## src/rtl/uart_xmtr.sv

```systemverilog
// UART transmitter: start bit, word_size data bits LSB-first, optional even
// parity, stop_bits stop bits. One bit time is samples_per_bit Sample_clk
// cycles. A one-entry holding register lets the host queue the next byte
// while the current frame is on the line, so frames can run back to back.
// Optional feature macro: UART_XMTR_PARITY_EN (inserts an even-parity bit
// between the data MSB and the first stop bit).
module uart_xmtr #(
  parameter int unsigned word_size       = 8,
  parameter int unsigned samples_per_bit = 8,
  parameter int unsigned stop_bits       = 1
) (
  input  logic                 Sample_clk,
  input  logic                 rst_b,
  input  logic [word_size-1:0] Data_in,
  input  logic                 Xmt_valid,
  output logic                 Xmt_ready,
  output logic                 Serial_out,
  output logic                 Busy,
  output logic                 Frame_done
);

`ifdef UART_XMTR_PARITY_EN
  localparam int unsigned frame_len = 2 + word_size + stop_bits;
`else
  localparam int unsigned frame_len = 1 + word_size + stop_bits;
`endif
  localparam int unsigned SCW = (samples_per_bit > 1) ? $clog2(samples_per_bit) : 1;
  localparam int unsigned BCW = $clog2(frame_len);
  localparam logic [SCW-1:0] SAMPLE_LAST = SCW'(samples_per_bit - 1);
  localparam logic [BCW-1:0] BIT_LAST    = BCW'(frame_len - 1);

  typedef enum logic {IDLE, SENDING} state_t;

  state_t                 state_q, state_d;
  logic [word_size-1:0]   hold_q, hold_d;
  logic                   hold_full_q, hold_full_d;
  logic [frame_len-1:0]   shift_q, shift_d;
  logic [SCW-1:0]         sample_cnt_q, sample_cnt_d;
  logic [BCW-1:0]         bit_cnt_q, bit_cnt_d;
  logic                   frame_done_q, frame_done_d;
  logic [frame_len-1:0]   load_frame;

  // Frame image built from the holding register; bit 0 goes out first.
  always_comb begin
`ifdef UART_XMTR_PARITY_EN
    load_frame = {{stop_bits{1'b1}}, ^hold_q, hold_q, 1'b0};
`else
    load_frame = {{stop_bits{1'b1}}, hold_q, 1'b0};
`endif
  end

  // Next-state logic: host capture into hold, frame sequencing and shifting.
  // Capture needs hold empty and transfer needs hold full, so they never collide.
  always_comb begin
    state_d      = state_q;
    hold_d       = hold_q;
    hold_full_d  = hold_full_q;
    shift_d      = shift_q;
    sample_cnt_d = sample_cnt_q;
    bit_cnt_d    = bit_cnt_q;
    frame_done_d = 1'b0;

    if (Xmt_valid && !hold_full_q) begin
      hold_d      = Data_in;
      hold_full_d = 1'b1;
    end

    case (state_q)
      IDLE: begin
        if (hold_full_q) begin
          shift_d      = load_frame;
          hold_full_d  = 1'b0;
          sample_cnt_d = '0;
          bit_cnt_d    = '0;
          state_d      = SENDING;
        end
      end
      SENDING: begin
        if (sample_cnt_q != SAMPLE_LAST) begin
          sample_cnt_d = sample_cnt_q + SCW'(1);
        end else begin
          sample_cnt_d = '0;
          if (bit_cnt_q != BIT_LAST) begin
            shift_d   = {1'b1, shift_q[frame_len-1:1]};
            bit_cnt_d = bit_cnt_q + BCW'(1);
          end else begin
            frame_done_d = 1'b1;
            bit_cnt_d    = '0;
            if (hold_full_q) begin
              shift_d     = load_frame;
              hold_full_d = 1'b0;
            end else begin
              shift_d = '1;
              state_d = IDLE;
            end
          end
        end
      end
      default: state_d = IDLE;
    endcase
  end

  // State registers; reset forces the line high immediately via the shifter.
  always_ff @(posedge Sample_clk or posedge rst_b) begin
    if (rst_b) begin
      state_q      <= IDLE;
      hold_q       <= '0;
      hold_full_q  <= 1'b0;
      shift_q      <= '1;
      sample_cnt_q <= '0;
      bit_cnt_q    <= '0;
      frame_done_q <= 1'b0;
    end else begin
      state_q      <= state_d;
      hold_q       <= hold_d;
      hold_full_q  <= hold_full_d;
      shift_q      <= shift_d;
      sample_cnt_q <= sample_cnt_d;
      bit_cnt_q    <= bit_cnt_d;
      frame_done_q <= frame_done_d;
    end
  end

  assign Serial_out = shift_q[0];
  assign Xmt_ready  = ~hold_full_q;
  assign Busy       = (state_q == SENDING) | hold_full_q;
  assign Frame_done = frame_done_q;

endmodule

```

## config.mk

```make
export PLATFORM = sky130hd
export DESIGN_NAME = uart_xmtr
export DESIGN_NICKNAME = d
export VERILOG_FILES = /design/src/rtl/uart_xmtr.sv
export SDC_FILE = /design/constraint.sdc
export NUM_CORES = 1
export LEC_CHECK = 0
export ABC_AREA = 0
export CAP_MARGIN = 25
export CORE_ASPECT_RATIO = 1.4
export CORE_UTILIZATION = 40
export DETAILED_ROUTE_END_ITERATION = 16
export PLACE_DENSITY_LB_ADDON = 0.12
export RECOVER_POWER = 50
export SYNTH_ARGS = -nofsm -noshare
export SYNTH_HDL_FRONTEND = slang
export SYNTH_SLANG_ARGS = --single-unit
export TNS_END_PERCENT = 30
```

## constraint.sdc

```tcl
create_clock -name Sample_clk -period 2.6 [get_ports Sample_clk]
set_input_delay 0.52 -clock Sample_clk [delete_from_list [all_inputs] [get_ports Sample_clk]]
set_output_delay 0.52 -clock Sample_clk [all_outputs]
set_load 0.05 [all_outputs]
```

* Yosys cells after proc, flatten, opt, wreduce, memory -nomap -nowiden
Index checks and enable logic that the tools add are counted.
Operators by class: mux-type cells 24, add/sub/neg operators 2, bitwise logic cells 3, reductions and logical operators 3, equal/unequal tests 4
Operator list (count):
- 10-bit 2-to-1 mux | 2
- 10-bit case mux with 2 select lines | 1
- 9-bit 2-to-1 mux | 2
- 4-bit 2-to-1 mux | 3
- 1-bit 2-to-1 mux | 10
- 4-bit case mux with 2 select lines | 1
- 3-bit 2-to-1 mux | 2
- 3-bit case mux with 2 select lines | 1
- 4-bit by 1-bit adder with 4-bit output, second input constant | 1
- 2-bit != test, second input constant | 2
- 4-bit != test, second input constant | 1
- 1-bit case mux with 2 select lines | 2
- 3-bit by 1-bit adder with 3-bit output, second input constant | 1
- 3-bit != test, second input constant | 1
- 1-bit inverter | 2
- 2-bit AND reduction | 1
- 1-bit logical AND | 1
- 1-bit zero test | 1
- 1-bit OR | 1
Storage, ports and cells: register bits 28, logic and storage cells 43, input port bits 11, output and inout port bits 4

* Longest topological paths before layout
depth in word-level cells 7, depth in mapped cells 6, depth with buffers taken out 5

* Worst setup path before layout
No wires, ideal clock.
path type reg2out, start point reg state_q, end point out Busy, arrival time 1.021 ns, path buffers 2, slack 1.059 ns, cell stages (with the launch flop) 5, required time 2.080 ns, cells stage by stage dfrtp_1 > buf_4 > buf_2 > nor2_1 > inv_1
On the way: longest elaborated chain between the ends 1
Ends and longest elaborated chain:
- from (decl) | RTL line 34 | state_t state_q, state_d;
- from (signal assigned) | RTL line 114 | state_q <= state_d;
- 1-bit OR | RTL line 126 | assign Busy = (state_q == SENDING) | hold_full_q;
- to (decl) | RTL line 18 | output logic Busy,
No other way between the ends.

* Worst setup path in the final report
start point reg hold_full_q, end point out Xmt_ready
On the way: longest elaborated chain between the ends 1
Ends and longest elaborated chain:
- from (decl) | RTL line 36 | logic hold_full_q, hold_full_d;
- from (signal assigned) | RTL line 116 | hold_full_q <= hold_full_d;
- 1-bit inverter | RTL line 125 | assign Xmt_ready = ~hold_full_q;
- to (decl) | RTL line 16 | output logic Xmt_ready,
No other way between the ends.

==> impl_metrics.yaml <==
final_layout:
  mostFrequentLayoutCells: "nand2_1, dfrtp_1, clkdlybuf4s50_1"
  multi_input_area_um2: 535.5
  layout_commonest_cell: "nand2_1"
  final_cells: 170
  drive_gt1_share_pct: 19.85
  n_antenna_cell: 0
  regArea_um2: 686.9
  syn_to_final_growth_pct: 16.24
  final_nets: 148
  fill_cells: 290
floorplanning:
  core_area_um2: 3093
  fp.dieH_um: 69.10
  num_io_pins: 15
  initial_utilization_pct: 41.59
  die_w_um: 49.93
  dieArea_um2: 3450
  num_rows: 24
placed_design:
  place_congestion: 0.7241
  io_buffers: 14
  dp_hpwl_mm: 1.479
  dp.cells: 166
synth:
  synthesis.instances: 117
  async_flop_share_pct: 100.0
  synth_area_leaders: "dfrtp_1, dfstp_2, mux2_2"
  synth_area_leader_cell: "dfrtp_1"
  synthesis.area_um2: 1286
  syn_area_per_cell_um2: 10.99
  synth_edf_count: 0
  synthSimpleGateAreaFrac_pct: 15.47
  synthAdderAreaFrac_pct: 4.864
  synth_nets: 133
  yosys_warnings: 0
  yosysSeqAreaShare_pct: 53.40
  synth-main-ff-cell: "dfrtp_1"
  synth_xor_area_share_pct: 0.6809
  ys_ff_latch: 27
  synth_compound_gate_area_share_pct: 12.84
  synth_top_family_by_area: "simple AND/OR/NAND/NOR gates"
  yosysUniqueCellTypes: 30
  synthMuxAreaShare_pct: 7.782
  synth_top_area_share_pct: 35.02
timing:
  post-route-period-util_pct: 82.40
  setup_tns_ns: 0
  max_freq_mhz: 466.8
  period_minus_slack_ns: 2.142
  rsz0062_at_grt: "false"
  hold_viol_final: 0
  worst_pin_slew_ns: 1.435
  finalMaxSlewViolations: 0
  relSlewSlack_pct: 4.301
  clock_skew_ns: 0.001635
  setup_viol: 0
critical_path:
  r2r_end: "bit_cnt_q[2]"
  regToRegSetupSlack_ns: 1.02
  reg2reg_depth: 6
  cp_max_fo: 7
  regToRegStartpoint: "sample_cnt_q[0]"
  worst_ep_required_time_ns: 2.08
  arrival_ns: 1.62
  worstSetupPathType: "reg2out"
  startpoint_type: "flop"
  worst_setup_path_end_kind: "output port"
pwr:
  leakage_nw: 0.6228
  pwr-share-clk_pct: 15.6
  swShare_pct: 32.57
  vdd_ir_drop_max_mv: 0.5434
  power_frac_seq_pct: 51.7
  power.internal_mw: 1.003
  power_density_nw_per_um2: 994.9
  power.net_switching_uw: 484.5
  power_frac_comb_pct: 32.7
  power_mw: 1.488
global_route:
  overflow: 0
  grt_max_degree: 28
  grt.total_usage_pct: 15.09
  antenna_found_initial: 0
  grt_pass1_vias: 905
  grt_pass1_wl_mm: 4.071
status:
  outcome: "finished, final reports clean"
detailed_routing:
  drc: 0
  wl_mm: 2.151
  num_vias: 878
  firstDrtPassIters: 4
  drt_iter0_markers: 22
  routedWlPerCell_um: 12.65
  drtAntennaViolNets: 0
  avgViaCountPerCell: 5.165
job:
  maxCapViolations: 0
clock_network:
  cts_htree_levels: 1
  root_buffer: "clkbuf_8"
  cts_max_path_buffers: 2
  post_cts_buffers: 0
  clk_latency_ns: 0.26
  post_cts_resized: 0
  cts_tree: "yes"
  clk_pin_slew_ns: 0.09
  cts_hold_buf: 0
  cts_buffers: 3
  clock_sinks: 27
worst_hold_path:
  hold_path_depth: 2
  hp-start: "shift_q[0]"
  holdPathEnd: "shift_q[0]"
  hold_path.class: "reg2reg"
## synthesized netlist by cell type, types with 2 or more instances
cell     count
a21oi_1      8
buf_2        6
dfrtp_1     18
dfstp_2      9
ha_1         5
inv_1        4
mux2_2       8
nand2_1     19
nor2_1       2
nor3b_1      8
o21ai_0      3
o21ai_1      3
o31ai_1      7
## registers in the layout, indices dropped and copies added (netlist names)
| signal | count |
|---|---|
| bit_cnt_q | 4 |
| sample_cnt_q | 3 |
| hold_full_q | 1 |
| shift_q | 9 |
| state_q | 1 |
| Frame_done | 1 |
| hold_q | 8 |
## power groups by stage
stage / Clock, mW / Combinational, mW / Sequential, mW
after global routing: 0.260 / 0.577 / 0.804
after floorplan: 0 / 0.399 / 0.750
after detailed placement: 0 / 0.497 / 0.780
after global placement: 0 / 0.483 / 0.772
final: 0.232 / 0.487 / 0.769
after CTS: 0.243 / 0.500 / 0.771
## kinds of logic after synthesis
kind of cell / count (synthesis)
xor gates and xnor gates: 1
adders and majority gates: 5
buffers and inverters: 12
muxes: 9
and+or+nand+nor: 37
DFF: 27
AOI/OAI and AO/OA: 26
## how the worst max path moves through the flow
stage               slack, ns        end   startpoint
floorplan                1.06       Busy      state_q
detailed placement       0.75  Xmt_ready  hold_full_q
CTS                      0.44  Xmt_ready  hold_full_q
global placement         0.75  Xmt_ready  hold_full_q
global route             0.24  hold_q[2]        rst_b
finish                   0.46  Xmt_ready  hold_full_q
## per-stage QoR
stage	hold WS [ns]	setup WS, ns	area [um^2]	utilization (%)
4_1_cts	0.4613	0.4379	1499	48.46
5_1_grt	0.4873	0.2419	1495	48.34
2_1_floorplan	0.4535	1.059	1286	-
3_5_place_dp	0.4477	0.7482	1454	47.01
6_report	0.4603	0.4577	1495	48.34
3_3_place_gp	0.4458	0.7533	1454	47.01
## cell type report
cell class | count | area share, %
sequential | 27 | 45.94
timing repair buffer | 18 | 10.96
clock buffer | 4 | 3.013
multi-input combinational | 78 | 35.82
inverter | 4 | 1.004
tap | 39 | 3.264
## critical path, cell delays in order (launching register included)
cell	delay, ns
dfrtp_1	0.46
inv_1	0.10
clkdlybuf4s50_1	0.80
## metal layers
metal / track usage [%] / part of all wire (%) / vias to the layer above / routed length [um]
li1: - / - / 435 / -
met3: 2.649 / 2.4 / 2 / 52
met1: 20.03 / 48 / 429 / 1033
met2: 24.62 / 49 / 12 / 1047
met4: 4.762 / 0.79 / 0 / 17
met5: 0 / 0 / - / 0
(Power assumes the default switching activity.)
